==> src/rtl/nn_pkg.sv <==
// Shared types and constants for the layer sequencer and its descriptor table.
package nn_pkg;

    localparam int unsigned DIM_W  = 10;
    localparam int unsigned ADDR_W = 16;

    typedef enum logic [2:0] {
        StIdle,
        StLoad,
        StStart,
        StWait,
        StNext,
        StDone,
        StError
    } seq_state_e;

    typedef struct packed {
        logic [DIM_W-1:0]  m;
        logic [DIM_W-1:0]  n;
        logic [DIM_W-1:0]  k;
        logic [ADDR_W-1:0] w_base;
    } layer_desc_t;

endpackage

==> src/rtl/layer_sequencer_if.sv <==
// Command/done link between the layer sequencer (master) and the matmul engine (slave).
interface layer_sequencer_if;
    import nn_pkg::*;

    logic              mm_start;
    logic [DIM_W-1:0]  mm_m;
    logic [DIM_W-1:0]  mm_n;
    logic [DIM_W-1:0]  mm_k;
    logic [ADDR_W-1:0] mm_in_base;
    logic [ADDR_W-1:0] mm_w_base;
    logic [ADDR_W-1:0] mm_out_base;
    logic              mm_done;

    modport master (
        output mm_start, mm_m, mm_n, mm_k, mm_in_base, mm_w_base, mm_out_base,
        input  mm_done
    );

    modport slave (
        input  mm_start, mm_m, mm_n, mm_k, mm_in_base, mm_w_base, mm_out_base,
        output mm_done
    );

endinterface

==> src/rtl/layer_desc_table.sv <==
// Per-layer descriptor register file: one write port, asynchronous read port.
// Contents are deliberately not reset; software programs the table before use.
module layer_desc_table
    import nn_pkg::*;
#(
    parameter int unsigned MAX_LAYERS = 8,
    parameter int unsigned IDX_W      = 3
) (
    input  logic             clk,
    input  logic             we,
    input  logic [IDX_W-1:0] waddr,
    input  layer_desc_t      wdata,
    input  logic [IDX_W-1:0] raddr,
    output layer_desc_t      rdata
);

    layer_desc_t mem_q [MAX_LAYERS];

    // Write port
    always_ff @(posedge clk) begin
        if (we) begin
            mem_q[waddr] <= wdata;
        end
    end

    assign rdata = mem_q[raddr];

endmodule

==> src/rtl/layer_sequencer.sv <==
// Runs a stack of fully-connected layers through one matmul engine, ping-ponging
// activations between regions A and B. Optional watchdog: LAYER_SEQ_TIMEOUT_EN.
module layer_sequencer
    import nn_pkg::*;
#(
    parameter int unsigned       MAX_LAYERS = 8,
    parameter int unsigned       IDX_W      = 3,
    parameter logic [ADDR_W-1:0] BUF_A_BASE = 16'h0000,
    parameter logic [ADDR_W-1:0] BUF_B_BASE = 16'h4000
`ifdef LAYER_SEQ_TIMEOUT_EN
    , parameter int unsigned     TIMEOUT_CYCLES = 1048576
`endif
) (
    input  logic               clk,
    input  logic               rst_n,
    input  logic               cfg_we,
    input  logic [IDX_W-1:0]   cfg_idx,
    input  logic [DIM_W-1:0]   cfg_m,
    input  logic [DIM_W-1:0]   cfg_n,
    input  logic [DIM_W-1:0]   cfg_k,
    input  logic [ADDR_W-1:0]  cfg_w_base,
    input  logic [IDX_W:0]     num_layers,
    input  logic               run_start,
    output logic               run_busy,
    output logic               run_done,
    output logic               run_err,
    output logic [IDX_W-1:0]   cur_layer,
    output logic [ADDR_W-1:0]  final_base,
    layer_sequencer_if.master  mm
);

    localparam logic [IDX_W:0] MaxCount = (IDX_W+1)'(MAX_LAYERS);

    seq_state_e        state_q, state_d;
    logic [IDX_W-1:0]  cur_layer_q, cur_layer_d;
    logic [IDX_W:0]    count_q, count_d;
    logic              parity_q, parity_d;
    logic              run_err_q, run_err_d;
    logic [ADDR_W-1:0] final_base_q, final_base_d;
    logic [DIM_W-1:0]  m_q, m_d, n_q, n_d, k_q, k_d;
    logic [ADDR_W-1:0] in_base_q, in_base_d, w_base_q, w_base_d, out_base_q, out_base_d;
`ifdef LAYER_SEQ_TIMEOUT_EN
    logic [31:0]       tmo_q, tmo_d;
`endif

    layer_desc_t wr_desc, rd_desc;
    logic        count_ok;

    assign run_busy = (state_q == StLoad) || (state_q == StStart) ||
                      (state_q == StWait) || (state_q == StNext);
    assign count_ok = (num_layers != '0) && (num_layers <= MaxCount);
    assign wr_desc  = '{m: cfg_m, n: cfg_n, k: cfg_k, w_base: cfg_w_base};

    layer_desc_table #(
        .MAX_LAYERS (MAX_LAYERS),
        .IDX_W      (IDX_W)
    ) u_table (
        .clk   (clk),
        .we    (cfg_we & ~run_busy),
        .waddr (cfg_idx),
        .wdata (wr_desc),
        .raddr (cur_layer_q),
        .rdata (rd_desc)
    );

    // Next-state and register updates for the layer walk
    always_comb begin
        state_d      = state_q;
        cur_layer_d  = cur_layer_q;
        count_d      = count_q;
        parity_d     = parity_q;
        run_err_d    = run_err_q;
        final_base_d = final_base_q;
        m_d          = m_q;
        n_d          = n_q;
        k_d          = k_q;
        in_base_d    = in_base_q;
        w_base_d     = w_base_q;
        out_base_d   = out_base_q;
`ifdef LAYER_SEQ_TIMEOUT_EN
        tmo_d        = tmo_q;
`endif
        unique case (state_q)
            StIdle: begin
                if (run_start) begin
                    if (count_ok) begin
                        state_d      = StLoad;
                        count_d      = num_layers;
                        cur_layer_d  = '0;
                        parity_d     = 1'b0;
                        run_err_d    = 1'b0;
                        // Odd layer counts end with the result in B, even in A
                        final_base_d = num_layers[0] ? BUF_B_BASE : BUF_A_BASE;
                    end else begin
                        run_err_d = 1'b1;
                    end
                end
            end
            StLoad: begin
                if (rd_desc.m == '0 || rd_desc.n == '0 || rd_desc.k == '0) begin
                    state_d   = StError;
                    run_err_d = 1'b1;
                end else begin
                    state_d    = StStart;
                    m_d        = rd_desc.m;
                    n_d        = rd_desc.n;
                    k_d        = rd_desc.k;
                    w_base_d   = rd_desc.w_base;
                    in_base_d  = parity_q ? BUF_B_BASE : BUF_A_BASE;
                    out_base_d = parity_q ? BUF_A_BASE : BUF_B_BASE;
                end
            end
            StStart: begin
                state_d = StWait;
`ifdef LAYER_SEQ_TIMEOUT_EN
                tmo_d   = '0;
`endif
            end
            StWait: begin
                // Engine drops done on the edge that samples mm_start, so no stale done here
                if (mm.mm_done) begin
                    state_d = StNext;
                end
`ifdef LAYER_SEQ_TIMEOUT_EN
                else if (tmo_q == TIMEOUT_CYCLES - 1) begin
                    state_d   = StError;
                    run_err_d = 1'b1;
                end else begin
                    tmo_d = tmo_q + 32'd1;
                end
`endif
            end
            StNext: begin
                if ({1'b0, cur_layer_q} == count_q - 1'b1) begin
                    state_d = StDone;
                end else begin
                    state_d     = StLoad;
                    cur_layer_d = cur_layer_q + 1'b1;
                    parity_d    = ~parity_q;
                end
            end
            StDone:  state_d = StIdle;
            StError: state_d = StIdle;
            default: state_d = StIdle;
        endcase
    end

    // State and output registers
    always_ff @(posedge clk or negedge rst_n) begin
        if (!rst_n) begin
            state_q      <= StIdle;
            cur_layer_q  <= '0;
            count_q      <= '0;
            parity_q     <= 1'b0;
            run_err_q    <= 1'b0;
            final_base_q <= '0;
            m_q          <= '0;
            n_q          <= '0;
            k_q          <= '0;
            in_base_q    <= '0;
            w_base_q     <= '0;
            out_base_q   <= '0;
`ifdef LAYER_SEQ_TIMEOUT_EN
            tmo_q        <= '0;
`endif
        end else begin
            state_q      <= state_d;
            cur_layer_q  <= cur_layer_d;
            count_q      <= count_d;
            parity_q     <= parity_d;
            run_err_q    <= run_err_d;
            final_base_q <= final_base_d;
            m_q          <= m_d;
            n_q          <= n_d;
            k_q          <= k_d;
            in_base_q    <= in_base_d;
            w_base_q     <= w_base_d;
            out_base_q   <= out_base_d;
`ifdef LAYER_SEQ_TIMEOUT_EN
            tmo_q        <= tmo_d;
`endif
        end
    end

    assign run_done       = (state_q == StDone);
    assign run_err        = run_err_q;
    assign cur_layer      = cur_layer_q;
    assign final_base     = final_base_q;
    assign mm.mm_start    = (state_q == StStart);
    assign mm.mm_m        = m_q;
    assign mm.mm_n        = n_q;
    assign mm.mm_k        = k_q;
    assign mm.mm_in_base  = in_base_q;
    assign mm.mm_w_base   = w_base_q;
    assign mm.mm_out_base = out_base_q;

endmodule

==> src/flat_wrapper.sv <==
// flat-port wrapper written by rule: the top's interface ports become plain ports
module layer_sequencer_flat import nn_pkg::*;
#(
    parameter int unsigned       MAX_LAYERS = 8,
    parameter int unsigned       IDX_W      = 3,
    parameter logic [ADDR_W-1:0] BUF_A_BASE = 16'h0000,
    parameter logic [ADDR_W-1:0] BUF_B_BASE = 16'h4000

)
  (clk, rst_n, cfg_we, cfg_idx, cfg_m, cfg_n, cfg_k, cfg_w_base, num_layers, run_start, run_busy, run_done, run_err, cur_layer, final_base, mm_mm_start, mm_mm_m, mm_mm_n, mm_mm_k, mm_mm_in_base, mm_mm_w_base, mm_mm_out_base, mm_mm_done);
  layer_sequencer_if mm_i ();
  input  logic clk;
  input  logic rst_n;
  input  logic cfg_we;
  input  logic [IDX_W-1:0] cfg_idx;
  input  logic [DIM_W-1:0] cfg_m;
  input  logic [DIM_W-1:0] cfg_n;
  input  logic [DIM_W-1:0] cfg_k;
  input  logic [ADDR_W-1:0] cfg_w_base;
  input  logic [IDX_W:0] num_layers;
  input  logic run_start;
  output logic run_busy;
  output logic run_done;
  output logic run_err;
  output logic [IDX_W-1:0] cur_layer;
  output logic [ADDR_W-1:0] final_base;
  output wire logic [$bits(mm_i.mm_start)-1:0] mm_mm_start;
  output wire logic [$bits(mm_i.mm_m)-1:0] mm_mm_m;
  output wire logic [$bits(mm_i.mm_n)-1:0] mm_mm_n;
  output wire logic [$bits(mm_i.mm_k)-1:0] mm_mm_k;
  output wire logic [$bits(mm_i.mm_in_base)-1:0] mm_mm_in_base;
  output wire logic [$bits(mm_i.mm_w_base)-1:0] mm_mm_w_base;
  output wire logic [$bits(mm_i.mm_out_base)-1:0] mm_mm_out_base;
  input wire logic [$bits(mm_i.mm_done)-1:0] mm_mm_done;
  assign mm_mm_start = mm_i.mm_start;
  assign mm_mm_m = mm_i.mm_m;
  assign mm_mm_n = mm_i.mm_n;
  assign mm_mm_k = mm_i.mm_k;
  assign mm_mm_in_base = mm_i.mm_in_base;
  assign mm_mm_w_base = mm_i.mm_w_base;
  assign mm_mm_out_base = mm_i.mm_out_base;
  assign mm_i.mm_done = mm_mm_done;
  layer_sequencer #(.MAX_LAYERS(MAX_LAYERS), .IDX_W(IDX_W), .BUF_A_BASE(BUF_A_BASE), .BUF_B_BASE(BUF_B_BASE)) u_core (.clk(clk), .rst_n(rst_n), .cfg_we(cfg_we), .cfg_idx(cfg_idx), .cfg_m(cfg_m), .cfg_n(cfg_n), .cfg_k(cfg_k), .cfg_w_base(cfg_w_base), .num_layers(num_layers), .run_start(run_start), .run_busy(run_busy), .run_done(run_done), .run_err(run_err), .cur_layer(cur_layer), .final_base(final_base), .mm(mm_i));
endmodule
==> config.mk <==
export PLATFORM = sky130hd
export DESIGN_NAME = layer_sequencer_flat
export DESIGN_NICKNAME = d
export VERILOG_FILES = /design/src/rtl/nn_pkg.sv /design/src/rtl/layer_sequencer_if.sv /design/src/rtl/layer_desc_table.sv /design/src/rtl/layer_sequencer.sv /design/src/flat_wrapper.sv
export SDC_FILE = /design/constraint.sdc
export NUM_CORES = 1
export LEC_CHECK = 0
export ABC_CLOCK_PERIOD_IN_PS = 12400
export BUFFER_PORTS_ARGS = -buffer_cell sky130_fd_sc_hd__buf_4
export CAP_MARGIN = 20
export CORE_ASPECT_RATIO = 2
export CORE_MARGIN = 2
export CORE_UTILIZATION = 29
export CTS_BUF_LIST = sky130_fd_sc_hd__clkbuf_4 sky130_fd_sc_hd__clkbuf_8
export DETAILED_ROUTE_END_ITERATION = 8
export PLACE_DENSITY_LB_ADDON = 0.05
export SLEW_MARGIN = 15
export SYNTH_ARGS = -nofsm -noshare
export SYNTH_HDL_FRONTEND = slang
export SYNTH_HIERARCHICAL = 1
export SYNTH_SLANG_ARGS = --single-unit
==> constraint.sdc <==
create_clock -name clk -period 12.4 [get_ports clk]
set_clock_uncertainty 0.15 [all_clocks]
set_input_delay 1.86 -clock clk [delete_from_list [all_inputs] [get_ports clk]]
set_output_delay 1.86 -clock clk [all_outputs]
set_load 0.05 [all_outputs]
Word level (Yosys, flattened, before mapping)
Memories as Yosys holds them, arrays and structs flattened.
Index checks and enable logic that the tools add are counted.
- muxes and demuxes: 23
- add/sub/neg operators: 2
- bitwise gates (word level): 4
- equal/unequal tests: 11
- reductions and logical operators: 18
- $lt $le $gt $ge: 1
- operators by type and width (operator ; number):
    $mux W15 ; 3
    $logic_not A10 Y1 ; 3
    $mux W3 ; 8
    $pmux W3 S5 ; 1
    $reduce_and A3 Y1 ; 3
    $mux W1 ; 8
    $ne A2 B2 Y1 const B ; 4
    $eq A3 B2 Y1 const B ; 2
    $eq A3 B3 Y1 const B ; 2
    $pmux W3 S2 ; 1
    $logic_or A1 B1 Y1 ; 5
    $eq A3 B4 Y1 ; 1
    $le A4 B4 Y1 const B ; 1
    $pmux W1 S2 ; 2
    $reduce_and A4 Y1 ; 1
    $reduce_bool A2 Y1 ; 2
    $reduce_bool A4 Y1 ; 1
    $sub A4 B1 Y4 const B ; 1
    $add A3 B1 Y3 const B ; 1
    $eq A3 B1 Y1 const B ; 1
    $logic_not A3 Y1 ; 1
    $not A1 Y1 ; 3
    $ne A2 B1 Y1 const B ; 1
    $reduce_and A2 Y1 ; 1
    other kinds (2) ; 2
- memory bits (writable): 368
- bits of input ports: 58
- memories kept: 1
- register bits: 106
- memories (memory ; depth ; bits a word ; rd ports ; clocked after memory_dff ; wr ports ; RTL line ; text):
    u_core.u_table.mem_q ; 8 ; 46 ; 1 ; 0 ; 1 ; layer_desc_table.sv:17 ; layer_desc_t mem_q [MAX_LAYERS];

Depth between registers and ports, before layout
- depth after elaboration: 8
- depth in mapped cells: 10
- gate-level depth less buffers: 6

Cells and area by module
The synthesis kept the hierarchy.
- by module, submodules not included (module ; cells an instance ; instances ; area an instance (µm²)):
    layer_desc_table ; 544 ; 1 ; 14121.0
    layer_sequencer ; 228 ; 1 ; 3001.6

Worst setup path after synthesis
No wires, ideal clock.
- path kind: in2reg
- start point: input cfg_we
- end point: memory u_core/u_table/mem_q[0][0] in the netlist's numbering, enable pin
- setup slack: 6469 ps
- arrival: 5274 ps
- stages on the path: 3
- library setup time: 507 ps
- buffers on the path: 0
- cells stage by stage: nor2b_1 > nand2b_1 > nor3_1
- cells in the longest elaborated chain, start to end: 3
- ends and longest elaborated chain (what ; RTL line ; text):
    start: declaration ; flat_wrapper.sv:14 ; input logic cfg_we;
    $and A1 B1 Y1 ; layer_sequencer.sv:59 ; .we (cfg_we & ~run_busy),
    $mux W1 ; layer_desc_table.sv:21 ; if (we) begin
    $mux W1 (not written as such) ; layer_desc_table.sv:22 ; mem_q[waddr] <= wdata;
    end: declaration ; layer_desc_table.sv:17 ;
Every way passes these cells.

==> results.toml <==
[status]
status = "complete, no violations"

[layout]
nNetsFinal = 996
share_of_post_route_cells_with_drive_strength_above_1_pct = 38.8
layout.core_utilization_pct = 34.1
layout-area-overhead-vs-synth_pct = 16.9

[routing]
detailedRoute.firstIterationViolations = 399
drc = 0
vias = 7927
route.antenna.remaining_nets = 0
wl_per_cell_um = 23.3
drt-pass1-iter-count = 4
postRouteWirelength_mm = 41.1
vias_per_cell = 4.50

[global_route]
maximum_number_of_pins_on_one_net_before_global_route_repair = 61
grt_pass1_vias = 8740
grt_use_total_pct = 13.6
grt_overflow = 0
grt_first_pass_wirelength_mm = 59.7
antenna_found_initial = 3

[sta]
timing_worst_slew_pin_value_ns = 1.02
fmaxAchievable_ghz = 0.175
pins_over_slew_limit = 0
finalCriticalPeriod_ns = 5.70
timing.max_slew.rel_slack_pct = 31.9
setup_viol = 0
postLayoutSetupSlackWorst_ns = 6.70
rsz0062_at_grt = "false"
finalHoldWorstSlack_ns = 0.360
final_hold_vio_count = 0
fin_crit_sh_pct = 46.0
timing.setup.tns_ns = 0

[power]
p_switching_w = 0.00147
cellLeakagePower_nw = 6.91
ir_drop_v = 0.000123
switching_share_pct = 33.3
pwr-share-clk_pct = 27.2
power_density_mw_per_mm2 = 220
combinationalPowerShare_pct = 30.6
seqPwrFrac_pct = 42.2
internal_power_w = 0.00294

[worst_setup_path]
critical-path-top-delay-family = "buffers and inverters"
worst_path_slowest_cell = "buf_4"
timing_worst_setup_path_type = "register to register"
worst-endpoint-required_ns = 12.75
cp_common_cell = "buf_4"
timing.critical_path.slowest_cell_delay_ns = 0.84
cp.buffers_inverters = 3
worst_ep_arrival_time_ns = 6.05
crit_path_end_kind = "register"
crit_path_cell_trace = "buf_4, buf_4, mux4_1, mux2_2, nor4_1, nand3_1, nand4b_4, buf_4, mux2_2"
setup.worst_path.start_class = "register"
critical_path.max_fanout = 44

[logic_synthesis]
postSynth.asyncResetShare_pct = 14.0
synth_largest_type_area_fraction_pct = 64.5
post_synth_instance_area_sq_mm = 0.0171
syn_avg_cell_area_sq_um = 22.2
synth.yosys.seq_area_share_pct = 73.3
synth_ff_type = "edfxtp_1"
yosys_warns = 6
synth_area_leader_cell = "edfxtp_1"
post_synth_inst_count = 772
synth-edff-count = 368
synth_compound_area_share_pct = 0.709
synthMuxAreaShare_pct = 20.3
synth_cell_type_count = 46
synthSimpleGateAreaFrac_pct = 1.59
synth_xor_area_share_pct = 0.292
post_synth_fa_ha_maj_area_fraction_pct = 0.146
synth.top_cells.by_area = "edfxtp_1, mux4_1, dfrtp_1"
synth-seq-cells = 428
main_combinational_cell_family_by_area_after_synthesis = "multiplexers"

[floorplan]
die_h_um = 348
ios = 159
placementRows = 126
initial_utilization_pct = 29.2
horizontal_extent_of_the_die_um = 176
placeableCoreArea_sq_mm = 0.0586
die_area_sq_mm = 0.0611

[job]
cap_violations = 0

[place]
gp_congestion = 0.658
dp_slack_ns = 6.42
dp_hpwl_mm = 20.7
number_of_buffer_cells_added_on_primary_ports = 113

[clock_network]
clkTransAtPathRegs_ns = 0.06
clk-insertion-delay-late_ns = 0.63
number_of_buffers_created_by_cts = 68
cts_num_sinks = 428
cts_setup_buffers = 0
tritoncts = "yes"
clk_path_buf_depth = 3
clock_tree.htree_level_count = 3
cts_resized = 0
cts_root_buf = "clkbuf_8"
cts_hold_buffers = 0

[min_path]
hold_path.class = "register to register"
## stage by stage
step / instance area (sq um) / total power, W / cells
finish: 20000 / 0.00441 / 1760
global route: 20000 / 0.00464 / 1759
CTS: 20000 / 0.00451 / 1758
detailed placement: 18700 / 0.00328 / 1634
global placement: 18700 / 0.00327 / 1634
floorplan: 17300 / 0.00289 / 816
## final cells by class
class / count / area (sq um)
diodes: 2 / 5.00
clock buffers: 99 / 1200
clock inverters: 25 / 156
fillers: 5638 / 38600
inverters: 3 / 11.3
multi-input cells: 308 / 4180
flip-flops and latches: 428 / 12600
well taps: 768 / 961
repair buffers: 127 / 953
## worst reg2reg max path, cell delays in order (launching register included)
cell	delay [ns]
dfrtp_4	0.68
buf_4	0.64
buf_4	0.87
mux4_1	0.67
mux2_2	0.30
nor4_1	0.47
nand3_1	0.32
nand4b_4	0.47
buf_4	0.59
mux2_2	0.43
## placed cells by master, fill, tap and decap left out, drive strengths merged, types with 2 or more instances in the layout
master,count
nand2b,4
dfrtp,60
edfxtp,368
mux2i,4
buf,127
mux4,92
nor2,13
and2,2
nand2,7
nand3,4
xnor2,2
o211ai,2
nor4,6
conb,45
clkbuf,99
clkinvlp,4
clkinv,18
diode,2
a21oi,3
nor3,5
ha,2
nor2b,2
inv,5
o31a,2
mux2,96
## state kept, by name (all words and copies together), names as in the netlist
register / flops
u_core/u_table/mem_q: 368
u_core/mm.mm_w_base: 16
u_core/mm.mm_k: 10
u_core/mm.mm_m: 10
u_core/mm.mm_n: 10
u_core/count_q: 4
u_core/cur_layer: 3
u_core/state_q: 3
u_core/mm.mm_in_base: 1
u_core/mm.mm_out_base: 1
u_core/parity_q: 1
u_core/run_err: 1
## synthesized netlist by cell type, drive strengths merged (2+ instances only)
cell type	n
edfxtp	368
mux2	96
mux4	92
buf	72
dfrtp	60
nor2	13
nand2	7
nor4	6
clkbuf	5
nor3	5
mux2i	4
nand2b	4
nand3	4
a21oi	3
inv	3
and2	2
ha	2
nor2b	2
o211ai	2
o31a	2
xnor2	2
## per-layer routing
layer / wire (um) / GRT usage (%)
met4: 813 / 4.45
met3: 2070 / 3.08
met2: 20100 / 22.8
met5: 25 / 0
met1: 18100 / 17.4
## cell families (layout without fill, tap and decap cells)
| family | after synthesis | after routing |
|---|---|---|
| AO/OA/AOI/OAI | 16 | 16 |
| XOR/XNOR | 4 | 4 |
| other | 1 | 47 |
| multiplexers | 192 | 192 |
| flip-flops | 428 | 428 |
| AND/OR/NAND/NOR | 49 | 49 |
| buffers and inverters | 80 | 254 |
| adder cells (fa/ha/maj) | 2 | 2 |
## worst paths after layout
kind	startpoint	slack, ns	endpoint	depth (start not counted)
setup reg to reg	u_core/cur_layer[0]$_DFFE_PN0P_	6.70	u_core/mm.mm_w_base[2]$_DFFE_PN0P_	9
setup / recovery	u_core/cur_layer[0]$_DFFE_PN0P_	6.70	u_core/mm.mm_w_base[2]$_DFFE_PN0P_	9
hold reg to reg	u_core/mm.mm_w_base[1]$_DFFE_PN0P_	0.36	u_core/mm.mm_w_base[1]$_DFFE_PN0P_	1
min in group asynchronous	rst_n	1.24	u_core/mm.mm_n[5]$_DFFE_PN0P_	1
max in group asynchronous	rst_n	10.11	u_core/cur_layer[2]$_DFFE_PN0P_	1
hold / removal	u_core/mm.mm_w_base[1]$_DFFE_PN0P_	0.36	u_core/mm.mm_w_base[1]$_DFFE_PN0P_	1
## power groups by stage
stage / combinational, W / sequential, W / clock, W
finish: 0.00135 / 0.00186 / 0.00120
global route: 0.00144 / 0.00189 / 0.00132
CTS: 0.00138 / 0.00187 / 0.00126
detailed placement: 0.00138 / 0.00190 / 0
global placement: 0.00137 / 0.00190 / 0
floorplan: 0.000778 / 0.00211 / 0
Note: power is estimated with default switching activity, not from simulation.
